===== src/rtl/boot_loader.sv =====
// Boot loader: synchronises the slow external programming pins and writes the
// received nibbles into program memory through the control unit's loader port.
module boot_loader #(
    parameter int REGISTER_WIDTH       = 4,
    parameter int MEMORY_ADDRESS_WIDTH = 4,
    parameter int SETTLE_CYCLES        = 8
) (
    input  logic                            clk_i,
    input  logic                            reset_i,
    input  logic                            prog_req_i,
    input  logic                            nibble_valid_i,
    input  logic [REGISTER_WIDTH-1:0]       nibble_i,
    output logic                            bl_programm_o,
    output logic                            bl_write_en_mem_o,
    output logic [MEMORY_ADDRESS_WIDTH-1:0] bl_address_o,
    output logic [REGISTER_WIDTH-1:0]       bl_data_o,
    output logic                            ready_o,
    output logic                            done_o
);

    localparam int SC_W = $clog2(SETTLE_CYCLES + 1);

    typedef enum logic [2:0] {
        ST_IDLE   = 3'd0,
        ST_SETTLE = 3'd1,
        ST_ARMED  = 3'd2,
        ST_WRITE  = 3'd3,
        ST_DONE   = 3'd4
    } state_t;

    state_t                          state_r;
    state_t                          next_state_s;
    logic                            prog_meta_r;
    logic                            prog_s_r;
    logic                            val_meta_r;
    logic                            val_s_r;
    logic                            val_d_r;
    logic                            val_edge_s;
    logic [MEMORY_ADDRESS_WIDTH-1:0] addr_r;
    logic [REGISTER_WIDTH-1:0]       data_r;
    logic [SC_W-1:0]                 settle_r;
    logic                            programm_s;
    logic                            write_s;
    logic                            ready_s;
    logic                            done_s;
    logic                            programm_r;
    logic                            write_r;
    logic                            ready_r;
    logic                            done_r;

    assign val_edge_s = val_s_r & ~val_d_r;

    // Two-flop synchronisers for the asynchronous pins plus the edge-detect delay.
    always_ff @(posedge clk_i or posedge reset_i) begin
        if (reset_i) begin
            prog_meta_r <= 1'b0;
            prog_s_r    <= 1'b0;
            val_meta_r  <= 1'b0;
            val_s_r     <= 1'b0;
            val_d_r     <= 1'b0;
        end else begin
            prog_meta_r <= prog_req_i;
            prog_s_r    <= prog_meta_r;
            val_meta_r  <= nibble_valid_i;
            val_s_r     <= val_meta_r;
            val_d_r     <= val_s_r;
        end
    end

    // State register.
    always_ff @(posedge clk_i or posedge reset_i) begin
        if (reset_i) begin
            state_r <= ST_IDLE;
        end else begin
            state_r <= next_state_s;
        end
    end

    // Next-state logic; a dropped request beats a simultaneous nibble edge.
    always_comb begin
        next_state_s = state_r;
        case (state_r)
            ST_IDLE: begin
                if (prog_s_r) next_state_s = ST_SETTLE;
                else          next_state_s = ST_IDLE;
            end
            ST_SETTLE: begin
                if (!prog_s_r)                                  next_state_s = ST_IDLE;
                else if (settle_r == SC_W'(SETTLE_CYCLES - 1))  next_state_s = ST_ARMED;
                else                                            next_state_s = ST_SETTLE;
            end
            ST_ARMED: begin
                if (!prog_s_r)       next_state_s = ST_IDLE;
                else if (val_edge_s) next_state_s = ST_WRITE;
                else                 next_state_s = ST_ARMED;
            end
            ST_WRITE: begin
                if (addr_r == {MEMORY_ADDRESS_WIDTH{1'b1}}) next_state_s = ST_DONE;
                else if (!prog_s_r)                         next_state_s = ST_IDLE;
                else                                        next_state_s = ST_ARMED;
            end
            ST_DONE: begin
                if (!prog_s_r) next_state_s = ST_IDLE;
                else           next_state_s = ST_DONE;
            end
            default: next_state_s = ST_IDLE;
        endcase
    end

    // Output decode from the next state so the registered outputs track the state register.
    always_comb begin
        programm_s = 1'b0;
        write_s    = 1'b0;
        ready_s    = 1'b0;
        done_s     = 1'b0;
        case (next_state_s)
            ST_SETTLE: programm_s = 1'b1;
            ST_ARMED: begin
                programm_s = 1'b1;
                ready_s    = 1'b1;
            end
            ST_WRITE: begin
                programm_s = 1'b1;
                write_s    = 1'b1;
            end
            ST_DONE:   done_s = 1'b1;
            default:   programm_s = 1'b0;
        endcase
    end

    // Output registers.
    always_ff @(posedge clk_i or posedge reset_i) begin
        if (reset_i) begin
            programm_r <= 1'b0;
            write_r    <= 1'b0;
            ready_r    <= 1'b0;
            done_r     <= 1'b0;
        end else begin
            programm_r <= programm_s;
            write_r    <= write_s;
            ready_r    <= ready_s;
            done_r     <= done_s;
        end
    end

    // Datapath: address/settle counters and nibble capture; address wraps after the last word.
    always_ff @(posedge clk_i or posedge reset_i) begin
        if (reset_i) begin
            addr_r   <= {MEMORY_ADDRESS_WIDTH{1'b0}};
            data_r   <= {REGISTER_WIDTH{1'b0}};
            settle_r <= {SC_W{1'b0}};
        end else begin
            case (state_r)
                ST_IDLE: begin
                    if (prog_s_r) begin
                        addr_r   <= {MEMORY_ADDRESS_WIDTH{1'b0}};
                        settle_r <= {SC_W{1'b0}};
                    end
                end
                ST_SETTLE: settle_r <= settle_r + SC_W'(1);
                ST_ARMED: begin
                    if (prog_s_r && val_edge_s) data_r <= nibble_i;
                end
                ST_WRITE: addr_r <= addr_r + MEMORY_ADDRESS_WIDTH'(1);
                default:  settle_r <= settle_r;
            endcase
        end
    end

    assign bl_programm_o     = programm_r;
    assign bl_write_en_mem_o = write_r;
    assign ready_o           = ready_r;
    assign done_o            = done_r;
    assign bl_address_o      = addr_r;
    assign bl_data_o         = data_r;

endmodule


===== config.mk =====
export PLATFORM = sky130hd
export DESIGN_NAME = boot_loader
export DESIGN_NICKNAME = d
export VERILOG_FILES = /design/src/rtl/boot_loader.sv
export SDC_FILE = /design/constraint.sdc
export NUM_CORES = 1
export LEC_CHECK = 0
export CORE_ASPECT_RATIO = 1.25
export CORE_MARGIN = 5
export CORE_UTILIZATION = 35
export CTS_BUF_LIST = sky130_fd_sc_hd__clkbuf_8
export CTS_CLUSTER_SIZE = 10
export DETAILED_ROUTE_END_ITERATION = 8
export REMOVE_ABC_BUFFERS = 1
export SYNTH_ARGS = -nofsm -noshare
export SYNTH_HDL_FRONTEND = slang
export SYNTH_SLANG_ARGS = --single-unit

===== constraint.sdc =====
create_clock -name clk_i -period 4.5 [get_ports clk_i]
set_input_delay 0.45 -clock clk_i [delete_from_list [all_inputs] [get_ports clk_i]]
set_output_delay 0.45 -clock clk_i [all_outputs]
set_load 0.01 [all_outputs]

==> flow_summary_export.csv, run 1 <==
group,metric,value,unit
synth,gate_count_after_technology_mapping,80,
timing,unrepaired_setup_endpoints_after_global_routing,"no",
placement,place_congestion,0.763,
power,power.static_leakage,0.599,nW
detailed_routing,drt_pass1_iterations,2,
worst_setup_path,critical_path_s_largest_stage_delay,0.51,ns
synth,post_synth.cell_area_avg,12.6,sq um
outcome,status,"finished clean",
min_path,hold_depth,0,
grt,overall_routing_resource_usage,0.101,
floorplanning,floorplan.rows,21,
timing,hold_viol,0,
cts,max_h_tree_level,1,
placement,place_ws,2.70,ns
cts,clk_pin_slew_worst_paths,0.08,ns
timing,fin_tns_setup,0,ns
floorplanning,die_area,4050,sq um
grt,grt_first_pass_wirelength,3.32,mm
layout,antennaDiodeCount,0,
worst_setup_path,worst-setup-path-type,"reg2reg",
cts,cts.path.max_buffers,2,
timing,timing.slew.headroom,0.408,
layout,nets,111,
cts,worstSkewPairLatency,0.26,ns
grt,grt_pass1_vias,755,
cts,hold_fix_buffers_at_cts,0,
detailed_routing,routed_wl,1.80,mm
cts,post-cts-setup-buffers,0,
grt,number_of_antenna_violations_at_the_first_check_in_global_routing,0,
detailed_routing,antenna_violating_nets_post_route,0,
floorplanning,core_area,2730,sq um
worst_setup_path,worst-endpoint-arrival,1.95,ns
min_path,min-delay-path-class,"reg2reg",
floorplanning,chipHeight,69.9,um
timing,min_period_over_period,0.399,
timing,min_tclk_post_route,1.79,ns
detailed_routing,drc,0,
timing,worst_clock_skew,0.00276,ns
cts,post_cts.resized_instances,0,
power,vdd_drop_max,0.194,mV
worst_setup_path,worstPathMaxFanout,13,
floorplanning,starting_utilization_of_the_core_area,0.368,
cts,clock-sinks,24,
detailed_routing,vias_per_cell,5.02,
power,power.density_cell_area,337,nW/um^2
synth,synth-warning-count,0,
synth,synth_cell_type_count,30,
synth,top_reg_cell_synth,"sky130_fd_sc_hd__dfrtp_1",
timing,worst_pin_slew,0.887,ns
detailed_routing,routed-via-count,667,
synth,share_of_synthesized_flip_flops_with_an_asynchronous_set_or_reset,1.00,
worst_setup_path,r2r_cells,3,
run,max_cap_viol_count,0,
placement,port-buffer-count,19,
cts,numCtsBuffers,3,
floorplanning,io_pins,20,
worst_setup_path,crit_path_top_delay_cell,"sky130_fd_sc_hd__dfrtp_1",
timing,finalSetupViolCount,0,
worst_setup_path,worst-endpoint-required,4.65,ns
layout,fin_area,1270,sq um
cts,ctsRootBufferMaster,"sky130_fd_sc_hd__clkbuf_8",
timing,upper_clock_frequency_limit,557,MHz
detailed_routing,dr.first_iter.drc_count,11,
synth,synth-seq-area-share,0.598,
synth,synth-edff-count,0,
synth,synthesis.area,1000,sq um
grt,final_global_route_overflow_total,0,
layout,area_delta_synth_final,26.2,%
worst_setup_path,critical_path.startpoint_type,"flop",
detailed_routing,post_drt_wl_per_cell,13.6,um
placement,placed_cell_area,1230,sq um
layout,layout_cells_sized_above_1,0.111,
cts,cts_tree,"yes",
timing,finalMaxSlewViolations,0,
worst_setup_path,crit_chain,"or3b_4, nor3_4, mux2_2",
timing,fin_ws,2.71,ns
placement,place_hpwl,1.31,mm
worst_setup_path,critPathCaptureType,"flop",
floorplanning,dieWidth,57.9,um
grt,grt_start_max_net_pins,25,
synth,synth-seq-cells,24,
[sequential cells by signal (all words and copies together) (netlist names)]
name,cells
bl_address_o,4
bl_write_en_mem_o,1
prog_s_r,1
prog_meta_r,1
ready_o,1
bl_programm_o,1
settle_r,4
val_s_r,1
done_o,1
bl_data_o,4
val_d_r,1
state_r,3
val_meta_r,1
[stage by stage]
stage	hold WS [ns]	std cells	total power, mW	utilization
2_1_floorplan	0.331	77	0.287	-
3_3_place_gp	0.335	130	0.307	0.449
3_5_place_dp	0.337	130	0.308	0.449
4_1_cts	0.357	133	0.432	0.464
5_1_grt	0.361	133	0.448	0.464
6_report	0.357	133	0.427	0.464
[critical path: cells and delay by family (launching register included)]
| family | cells | cell delay [ns] |
|---|---|---|
| multiplexers | 1 | 0.38 |
| AND/OR/NAND/NOR | 2 | 0.80 |
| flip-flops | 1 | 0.51 |
[worst paths after layout]
kind / startpoint / end / slack [ns]
hold reg to reg: prog_meta_r / prog_s_r / 0.36
max in group asynchronous: reset_i / bl_data_o[0] / 3.27
setup / recovery: state_r[0] / bl_data_o[3] / 2.71
min in group asynchronous: reset_i / val_s_r / 0.67
setup reg to reg: state_r[0] / bl_data_o[3] / 2.71
hold / removal: prog_meta_r / prog_s_r / 0.36
[layout by cell type (no fill, tap or decap), types with 2 or more instances in the layout]
master	count
sky130_fd_sc_hd__dfrtp_1	24
sky130_fd_sc_hd__clkdlybuf4s50_1	19
sky130_fd_sc_hd__inv_1	5
sky130_fd_sc_hd__mux2_2	5
sky130_fd_sc_hd__a21oi_1	4
sky130_fd_sc_hd__nor2_1	4
sky130_fd_sc_hd__a41o_1	3
sky130_fd_sc_hd__clkbuf_8	3
sky130_fd_sc_hd__nand2_1	2
sky130_fd_sc_hd__nor2b_1	2
sky130_fd_sc_hd__a311oi_1	2
sky130_fd_sc_hd__o21ai_0	2
sky130_fd_sc_hd__and3_1	2
sky130_fd_sc_hd__a211o_1	2
sky130_fd_sc_hd__nor3b_1	2
sky130_fd_sc_hd__nor3_1	2
sky130_fd_sc_hd__ha_1	2
[final cells by class]
type / instances / area [sq um]
clock buffers: 3 / 41.3
repair buffers: 19 / 190
inverters: 5 / 18.8
fillers: 251 / 1470
well taps: 34 / 42.5
multi-input cells: 48 / 374
flip-flops and latches: 24 / 601
[synthesized netlist by cell type, types with 2 or more instances]
library cell | count | area, sq um
sky130_fd_sc_hd__dfrtp_1 | 24 | 601
sky130_fd_sc_hd__inv_1 | 5 | 18.8
sky130_fd_sc_hd__mux2_2 | 5 | 56.3
sky130_fd_sc_hd__a21oi_1 | 4 | 20.0
sky130_fd_sc_hd__nor2_1 | 4 | 15.0
sky130_fd_sc_hd__a41o_1 | 3 | 30.0
sky130_fd_sc_hd__clkbuf_1 | 3 | 11.3
sky130_fd_sc_hd__a211o_1 | 2 | 17.5
sky130_fd_sc_hd__a311oi_1 | 2 | 17.5
sky130_fd_sc_hd__and3_1 | 2 | 12.5
sky130_fd_sc_hd__ha_1 | 2 | 25.0
sky130_fd_sc_hd__nand2_1 | 2 | 7.51
sky130_fd_sc_hd__nor2b_1 | 2 | 12.5
sky130_fd_sc_hd__nor3_1 | 2 | 10.0
sky130_fd_sc_hd__nor3b_1 | 2 | 15.0
sky130_fd_sc_hd__o21ai_0 | 2 | 10.0
[routing by layer]
metal	vias to the layer above	part of all wire	global-route usage	wire length (um)
li1	331	-	-	-
met1	317	0.46	0.127	834
met2	17	0.47	0.167	848
met3	2	0.059	0.0258	106
met4	0	0.0078	0.0309	14
met5	-	0	0	0
[report_power, final]
group	leakage (nW)	internal, mW	switching [mW]
Sequential	0.315	0.232	0.0166
Combinational	0.262	0.0333	0.0230
Clock	0.0216	0.0597	0.0628
Total	0.599	0.325	0.102
[logic make-up after synthesis]
kind of cell             synth area share
adder cells (fa/ha/maj)            0.0249
buffers and inverters              0.0299
AO/OA/AOI/OAI                       0.138
AND/OR/NAND/NOR                     0.143
flip-flops                          0.598
multiplexers                       0.0660
Note: power is estimated with default switching activity, not from simulation.
==> run 2: changes to the inputs <==
==> constraint.sdc (replaced) <==
create_clock -name clk_i -period 1.8 [get_ports clk_i]
set_input_delay 0.18 -clock clk_i [delete_from_list [all_inputs] [get_ports clk_i]]
set_output_delay 0.18 -clock clk_i [all_outputs]
set_load 0.01 [all_outputs]
==> flow_summary_export.csv, run 2 (same netlist as run 1, synthesis figures left out) <==
group,metric,value,unit
cts,cts.path.max_buffers,2,
power,fraction_of_power_spent_switching_nets,0.243,
worst_setup_path,worst-setup-path-type,"reg2reg",
layout,multiInputGateArea,374,sq um
worst_setup_path,worst-endpoint-required,1.95,ns
grt,grt_start_max_net_pins,25,
grt,grt_pass1_vias,762,
timing,unrepaired_setup_endpoints_after_global_routing,"no",
grt,overall_routing_resource_usage,0.105,
cts,post-cts-setup-buffers,0,
power,power.static_leakage,0.619,nW
power,vdd_drop_max,0.546,mV
timing,worst_pin_slew,0.477,ns
power,power.density_cell_area,832,nW/um^2
power,power_frac_comb,0.140,
worst_setup_path,crit_family,"simple AND/OR/NAND/NOR gates",
layout,fin_area,1300,sq um
detailed_routing,drt_pass1_iterations,4,
worst_setup_path,crit_buf_inv,0,
floorplanning,floorplan.rows,21,
detailed_routing,routed-via-count,708,
placement,place_hpwl,1.43,mm
floorplanning,chipHeight,69.9,um
power,power.total,1.08,mW
worst_setup_path,regToRegStartpoint,"prog_s_r",
placement,dp_cell_count,134,
timing,min_tclk_post_route,1.63,ns
detailed_routing,antenna_violating_nets_post_route,0,
grt,final_global_route_overflow_total,0,
timing,upper_clock_frequency_limit,612,MHz
worst_setup_path,critical_path.startpoint,"prog_s_r",
min_path,min-delay-path-class,"in2async",
cts,hold_fix_buffers_at_cts,0,
cts,worstSkewPairLatency,0.26,ns
layout,layout_cells_sized_above_1,0.146,
layout,post_route_insts_no_fill,137,
layout,antennaDiodeCount,0,
layout,nFillCells,271,
worst_setup_path,crit_chain,"or3b_4, nor3_4, mux2_2",
layout,area_delta_synth_final,29.1,%
cts,clock-sinks,24,
floorplanning,core_area,2730,sq um
cts,numCtsBuffers,3,
placement,port-buffer-count,19,
worst_setup_path,worst-endpoint-arrival,1.79,ns
placement,place_congestion,0.791,
timing,finalMaxSlewViolations,0,
detailed_routing,vias_per_cell,5.17,
worst_setup_path,worst-r2r-setup-slack,0.17,ns
detailed_routing,drc,0,
worst_setup_path,crit_path_top_delay_cell,"sky130_fd_sc_hd__or3b_4",
power,clkPwrFrac,0.290,
detailed_routing,post_drt_wl_per_cell,14.0,um
floorplanning,dieWidth,57.9,um
detailed_routing,routed_wl,1.92,mm
timing,timing.slew.headroom,0.679,
detailed_routing,dr.first_iter.drc_count,12,
cts,post_cts.resized_instances,0,
worst_setup_path,critPathCaptureType,"flop",
timing,hold_viol,0,
timing,worst_clock_skew,0.000714,ns
layout,mostFrequentLayoutCell,"sky130_fd_sc_hd__dfrtp_1",
placement,placed_cell_area,1260,sq um
grt,grt_first_pass_wirelength,3.27,mm
floorplanning,starting_utilization_of_the_core_area,0.368,
power,net-switching-power,262,uW
cts,cts_tree,"yes",
grt,number_of_antenna_violations_at_the_first_check_in_global_routing,0,
floorplanning,die_area,4050,sq um
layout,layout.cells.most_common_list,"sky130_fd_sc_hd__dfrtp_1 (24), sky130_fd_sc_hd__clkdlybuf4s50_1 (19), sky130_fd_sc_hd__inv_1 (5), sky130_fd_sc_hd__mux2_2 (5)",
worst_setup_path,critical_path.startpoint_type,"flop",
timing,min_period_over_period,0.908,
timing,finalSetupViolCount,0,
cts,ctsRootBufferMaster,"sky130_fd_sc_hd__clkbuf_8",
worst_setup_path,critical_path_s_largest_stage_delay,0.43,ns
layout,nets,115,
cts,max_h_tree_level,1,
outcome,status,"finished clean",
power,seq_power_share,0.570,
floorplanning,io_pins,20,
worst_setup_path,worstPathMaxFanout,7,
run,max_cap_viol_count,0,
cts,clk_pin_slew_worst_paths,0.08,ns
power,internal_power,817,uW
timing,fin_tns_setup,0,ns
layout,ff_latch_area,601,sq um
[run 2: area by class of cell]
cell class / count / area share
sequential: 24 / 0.463
tap: 34 / 0.0328
clock buffer: 3 / 0.0318
multi-input combinational: 48 / 0.288
timing repair buffer: 23 / 0.170
inverter: 5 / 0.0145
[run 2: worst reg2reg max path, delay by kind of cell, from the launching register on]
family | cells | cell delay [ns]
DFF | 1 | 0.38
muxes | 1 | 0.38
and+or+nand+nor | 2 | 0.76
[run 2: per-stage QoR]
stage,utilization,setup WS (ns),hold WS (ns)
floorplan,-,0.150,0.195
global placement,0.460,0.200,0.334
detailed placement,0.460,0.149,0.342
CTS,0.475,0.142,0.270
global route,0.475,0.0935,0.309
finish,0.475,0.166,0.262
[run 2: final timing paths]
kind                       cells past startpoint            to
max in group asynchronous                      3   settle_r[2]
min reg2reg                                    0       val_s_r
min in group clk_i                             1   prog_meta_r
min                                            3       val_d_r
max reg2reg                                    3  bl_data_o[2]
max                                            3  bl_data_o[2]
[run 2: power by group through the flow]
stage                     sequential [mW]  clock [mW]  combinational [mW]
after detailed placement            0.625           0               0.154
after floorplan                     0.624           0              0.0930
after global routing                0.623       0.345               0.171
after CTS                           0.614       0.320               0.154
after global placement              0.623           0               0.149
final                               0.615       0.313               0.151
[run 2: per-layer routing]
metal  part of all wire  track usage
met1               0.43        0.125
met5                  0            0
met2               0.50        0.162
met3              0.049       0.0313
met4              0.015       0.0696
